## config.mk

```make
export PLATFORM = sky130hd
export DESIGN_NAME = bcd7_scan_rx
export DESIGN_NICKNAME = d
export VERILOG_FILES = /design/src/rtl/bcd7_scan_rx.sv
export SDC_FILE = /design/constraint.sdc
export NUM_CORES = 1
export LEC_CHECK = 0
export CAP_MARGIN = 10
export CORE_MARGIN = 1.5
export CORE_UTILIZATION = 54
export DETAILED_ROUTE_END_ITERATION = 8
export MAX_ROUTING_LAYER = met4
export PLACE_DENSITY = 0.8
export RECOVER_POWER = 100
export SETUP_SLACK_MARGIN = 0.05
export SLEW_MARGIN = 20
export SYNTH_ARGS = -nofsm -noshare
export SYNTH_HDL_FRONTEND = slang
export SYNTH_SLANG_ARGS = --single-unit
```

## constraint.sdc

```tcl
create_clock -name clk -period 4.95 [get_ports clk]
set_input_delay 0.7425 -clock clk [delete_from_list [all_inputs] [get_ports clk]]
set_output_delay 0.7425 -clock clk [all_outputs]
set_load 0.1 [all_outputs]
```

## src/rtl/bcd7_scan_rx.sv

```systemverilog
// Receiver for a scanned 4-digit 7-segment display: captures stable digits and frames.
// Optional macro BCD7_RX_ERRCNT_EN enables the saturating err_cnt error counter.
module bcd7_scan_rx #(
    parameter int unsigned STABLE_CYC = 1
) (
    input  logic       clk,
    input  logic       rst,
    input  logic [3:0] anout,
    input  logic [7:0] dout,
    output logic [3:0] A,
    output logic [3:0] B,
    output logic [3:0] C,
    output logic [3:0] D,
    output logic [3:0] dp,
    output logic [3:0] valid,
    output logic       blank,
    output logic       frame_done,
    output logic       bad_seg,
    output logic       bad_an,
    output logic [7:0] err_cnt
);

    localparam logic [1:0] IDLE = 2'd0;
    localparam logic [1:0] GOT0 = 2'd1;
    localparam logic [1:0] GOT1 = 2'd2;
    localparam logic [1:0] GOT2 = 2'd3;

    localparam logic [7:0] STABLE_C = 8'(STABLE_CYC);

    logic [3:0]  s_an_q;
    logic [7:0]  s_seg_q;
    logic [11:0] prev_q;
    logic [7:0]  cnt_q, cnt_d;
    logic [3:0]  dig_q [4];
    logic [3:0]  dp_q, valid_q;
    logic [1:0]  st_q, st_d;
    logic        fd_q, fd_d;
    logic        bs_q, bs_d;
    logic        ba_q, ba_d;

    logic        changed, an_chg, fresh;
    logic        onehot, is_idle, cap;
    logic [1:0]  idx;
    logic        ok;
    logic [3:0]  val;

    function automatic logic [4:0] dec7(input logic [6:0] s);
        logic [4:0] r;
        r = 5'h0F;
        case (s)
            7'b1000000: r = {1'b1, 4'd0};
            7'b1111001: r = {1'b1, 4'd1};
            7'b0100100: r = {1'b1, 4'd2};
            7'b0110000: r = {1'b1, 4'd3};
            7'b0011001: r = {1'b1, 4'd4};
            7'b0010010: r = {1'b1, 4'd5};
            7'b0000010: r = {1'b1, 4'd6};
            7'b1111000: r = {1'b1, 4'd7};
            7'b0000000: r = {1'b1, 4'd8};
            7'b0010000: r = {1'b1, 4'd9};
            default:    r = 5'h0F;
        endcase
        return r;
    endfunction

    always_comb begin
        changed = ({s_an_q, s_seg_q} != prev_q);
        an_chg  = (s_an_q != prev_q[11:8]);
        if (changed)
            cnt_d = 8'd1;
        else if (cnt_q == 8'hFF)
            cnt_d = cnt_q;
        else
            cnt_d = cnt_q + 8'd1;
        // a saturated counter must not re-fire for STABLE_CYC=255
        fresh = changed || (cnt_q != 8'hFF);
    end

    always_comb begin
        onehot = 1'b1;
        idx    = 2'd0;
        unique case (1'b1)
            (s_an_q == 4'b1110): idx = 2'd0;
            (s_an_q == 4'b1101): idx = 2'd1;
            (s_an_q == 4'b1011): idx = 2'd2;
            (s_an_q == 4'b0111): idx = 2'd3;
            default:             onehot = 1'b0;
        endcase
    end

    assign is_idle   = (s_an_q == 4'b1111);
    assign cap       = onehot && fresh && (cnt_d == STABLE_C);
    assign {ok, val} = dec7(s_seg_q[6:0]);
    assign bs_d      = cap && !ok;
    assign ba_d      = !onehot && !is_idle && an_chg;

    always_comb begin
        st_d = st_q;
        fd_d = 1'b0;
        if (cap) begin
            st_d = IDLE;
            if (ok) begin
                unique case (idx)
                    2'd0: st_d = GOT0;
                    2'd1: if (st_q == GOT0) st_d = GOT1;
                    2'd2: if (st_q == GOT1) st_d = GOT2;
                    2'd3: if (st_q == GOT2) fd_d = 1'b1;
                endcase
            end
        end
    end

    always_ff @(posedge clk or posedge rst) begin
        if (rst) begin
            s_an_q  <= 4'hF;
            s_seg_q <= 8'hFF;
            prev_q  <= 12'hFFF;
            cnt_q   <= 8'd0;
            dig_q   <= '{default: 4'hF};
            dp_q    <= 4'hF;
            valid_q <= 4'h0;
            st_q    <= IDLE;
            fd_q    <= 1'b0;
            bs_q    <= 1'b0;
            ba_q    <= 1'b0;
        end else begin
            s_an_q  <= anout;
            s_seg_q <= dout;
            prev_q  <= {s_an_q, s_seg_q};
            cnt_q   <= cnt_d;
            st_q    <= st_d;
            fd_q    <= fd_d;
            bs_q    <= bs_d;
            ba_q    <= ba_d;
            if (cap) begin
                dig_q[idx]   <= ok ? val : 4'hF;
                dp_q[idx]    <= s_seg_q[7];
                valid_q[idx] <= ok;
            end
        end
    end

`ifdef BCD7_RX_ERRCNT_EN
    logic [7:0] err_q;
    always_ff @(posedge clk or posedge rst) begin
        if (rst)
            err_q <= 8'd0;
        else if ((bs_d || ba_d) && err_q != 8'hFF)
            err_q <= err_q + 8'd1;
    end
    assign err_cnt = err_q;
`else
    assign err_cnt = 8'h00;
`endif

    assign A          = dig_q[0];
    assign B          = dig_q[1];
    assign C          = dig_q[2];
    assign D          = dig_q[3];
    assign dp         = dp_q;
    assign valid      = valid_q;
    assign blank      = is_idle;
    assign frame_done = fd_q;
    assign bad_seg    = bs_q;
    assign bad_an     = ba_q;

endmodule

```

==> impl_metrics.csv <==
group,metric,value,unit
clock_tree,cts_buffer_depth,2,
grt,overflow,0,
final_layout,drive_above_1_share,0.2754,
floorplanning,row_count,26,
synth,syn_inst,234,
grt,grt_usage,0.2253,
timing,slew_headroom,-0.1787,
synth,yosysWarnings,0,
synth,synth.most_common_cell,"dfstp_2",
timing,rsz0062_at_grt,"false",
floorplanning,die_h,75.89,um
worst_setup_path,worstPathCellList,"ha_1 > and2_0 > nand3_1 > o32ai_1 > a31oi_1 > nor4b_1 > mux2_2",
floorplanning,io_pins,50,
timing,final_hold_viol_count,0,
grt,grt_max_degree,36,
floorplanning,design.die.area,5759,um2
floorplanning,die_width,75.89,um
drt,remaining_drc_errors,0,
grt,grt_pass1_wl,8.990,mm
worst_setup_path,path_class,"reg2reg",
timing,setup-tns-final,0,ns
grt,antenna_found_initial,0,
worst_setup_path,crit_path_max_incr_delay,1.34,ns
clock_tree,cts-root-buf,"clkbuf_8",
synth,synth_area_leaders,"dfstp_2, dfrtp_1, mux2_2",
place,gp_congestion,0.8655,
timing,final.setup.worst_slack,1.399,ns
synth,avgSynthCellArea,12.26,um2
clock_tree,cts_resized,0,
synth,yosysSeqAreaShare,0.5512,
clock_tree,postCtsHoldBufs,0,
drt,wl_per_cell,15.86,um
place,dpl_cell_area,3263,um2
synth,synthTopCellsByCount,"dfstp_2, mux2_2, dfrtp_1",
synth,synth_area,2869,um2
clock_tree,cts_num_sinks,61,
timing,worstMarginPinSlew,1.768,ns
final_layout,num_antenna_cells,0,
timing,period_share,0.7173,
power_and_ir_drop,peakVddDrop,0.0002396,V
timing,min_period,3.551,ns
place,port_buffers,41,
job,drv_cap,2,
clock_tree,postCtsSetupBuffers,0,
status,status,"finished, violations left",
final_layout,num-nets-final,286,
place,dp_hpwl,3.693,mm
floorplanning,start_util,0.5617,
worst_setup_path,critPathMaxFanout,7,
synth,synth_ff_type,"dfstp_2",
floorplanning,coreArea,5107,um2
synth,synthArstFlopShare,1.000,
drt,num_vias,1916,
power_and_ir_drop,power_density,417.4,nW/um2
final_layout,synthToLayoutAreaGrowth,19.54,%
synth,yosys.area.top_type,"dfstp_2",
clock_tree,h-tree-depth,3,
timing,setup_viol,0,
clock_tree,insertion_delay,0.34,ns
worst_setup_path,crit_required,5.17,ns
drt,via_per_inst,5.538,
synth,netlist-cell-type-count,54,
worst_setup_path,crit_buf_inv,0,
final_layout,design_area,3430,um2
clock_tree,clkTransAtPathRegs,0.06,ns
worst_setup_path,cp_top_family,"simple AND/OR/NAND/NOR gates",
timing,clock_skew,0.005481,ns
min_path,hp-class,"reg2reg",
drt,ant_nets,0,
timing,finalMaxSlewViolations,44,
clock_tree,tritoncts,"done",
worst_setup_path,startpoint_type,"flop",
worst_setup_path,critPathCaptureType,"flop",
drt,drt-initial-drc-count,136,
timing,max_freq,281.6,MHz
synth,synth_top_area_share,0.4030,
clock_tree,numCtsBuffers,9,
drt,drt_wl_total,5.488,mm
drt,first_pass_iters,4,
synth,ys_ff_latch,61,
power_and_ir_drop,p_leak,1.315,nW
worst_setup_path,critPathSlowestCell,"nor4b_1",
synth,synth_edf_count,0,
place,place_worst_setup_slack,2.166,ns
grt,grt_pass1_vias,1822,
worst_setup_path,crit_arrival,3.77,ns
final_layout,nFillCells,374,
status,violations,"capacitance limit, slew limit",
## cell type report
cell class                 instances  area, um2  share of cell area
timing repair buffer              42      414.1              0.1208
sequential                        61       1582              0.4611
clock buffer                      12      155.1             0.04524
tap                               70      87.58             0.02554
clock inverter                     4      70.07             0.02043
inverter                           6      22.52            0.006567
multi-input combinational        151       1099              0.3203
## sequential cells by signal, summed over array words and instances, names as in the netlist
signal      count
D               4
s_an_q          4
prev_q         12
bad_an          1
s_seg_q         8
frame_done      1
A               4
valid           4
st_q            2
cnt_q           8
B               4
bad_seg         1
dp              4
C               4
## cells in the final DEF, fill, tap and decap left out, types with 3 or more instances in the layout
| cell | instances |
|---|---|
| nand2b_1 | 3 |
| inv_1 | 6 |
| dfstp_2 | 32 |
| conb_1 | 8 |
| dfstp_1 | 12 |
| nor2_1 | 14 |
| nor3_1 | 4 |
| or3_1 | 3 |
| mux2_2 | 24 |
| nand4_1 | 5 |
| dlygate4sd3_1 | 41 |
| a21oi_1 | 12 |
| nand2_1 | 8 |
| o21ai_0 | 6 |
| xnor2_1 | 15 |
| clkbuf_8 | 11 |
| nand3_1 | 4 |
| dfrtp_1 | 17 |
| nor3b_1 | 3 |
| and4_1 | 3 |
## worst register-to-register path: stages, from the launching register on
cell,delay (ns)
dfrtp_1,0.42
ha_1,0.25
and2_0,0.30
nand3_1,0.17
o32ai_1,0.26
a31oi_1,0.25
nor4b_1,1.34
mux2_2,0.44
## per-layer routing
metal,share of wire,vias up,GRT usage
met5,0,-,-
met1,0.45,943,0.2912
met3,0.052,13,0.04497
met2,0.48,67,0.3304
li1,-,893,-
met4,0.023,0,0.1290
## per-stage QoR
stage / hold WS, ns / total power [mW] / utilization / instances
finish: 0.4636 / 1.432 / 0.6715 / 346
detailed placement: 0.4072 / 0.9656 / 0.6389 / 330
CTS: 0.4179 / 1.465 / 0.6830 / 346
global placement: 0.4025 / 0.9612 / 0.6389 / 330
floorplan: 0.3519 / 0.8933 / - / 241
global route: 0.4780 / 1.481 / 0.6715 / 346
## worst paths after layout
| check | from | to | slack (ns) | depth (start not counted) |
|---|---|---|---|---|
| setup / recovery | cnt_q[1] | valid[3] | 1.40 | 7 |
| hold / removal | s_seg_q[7] | prev_q[7] | 0.46 | 0 |
| max in group asynchronous | rst | valid[0] | 1.73 | 3 |
| setup reg to reg | cnt_q[1] | valid[3] | 1.40 | 7 |
| min in group asynchronous | rst | cnt_q[7] | 1.07 | 2 |
| hold reg to reg | s_seg_q[7] | prev_q[7] | 0.46 | 0 |
## power by group
group	internal (mW)	switching, mW	total (mW)
sequential	0.558	0.0275	0.586
clock	0.309	0.185	0.494
combinational	0.0762	0.276	0.352
total	0.944	0.488	1.43
## kinds of logic after synthesis
kind of cell,after synthesis,synth area share
adder cells (fa/ha/maj),1,0.004360
XOR/XNOR,16,0.04885
buffers and inverters,29,0.05582
flip-flops,61,0.5512
AO/OA/AOI/OAI,39,0.1103
other,1,0.001307
multiplexers,25,0.09769
AND/OR/NAND/NOR,62,0.1304
No activity file was read; power rests on OpenSTA's default activity.
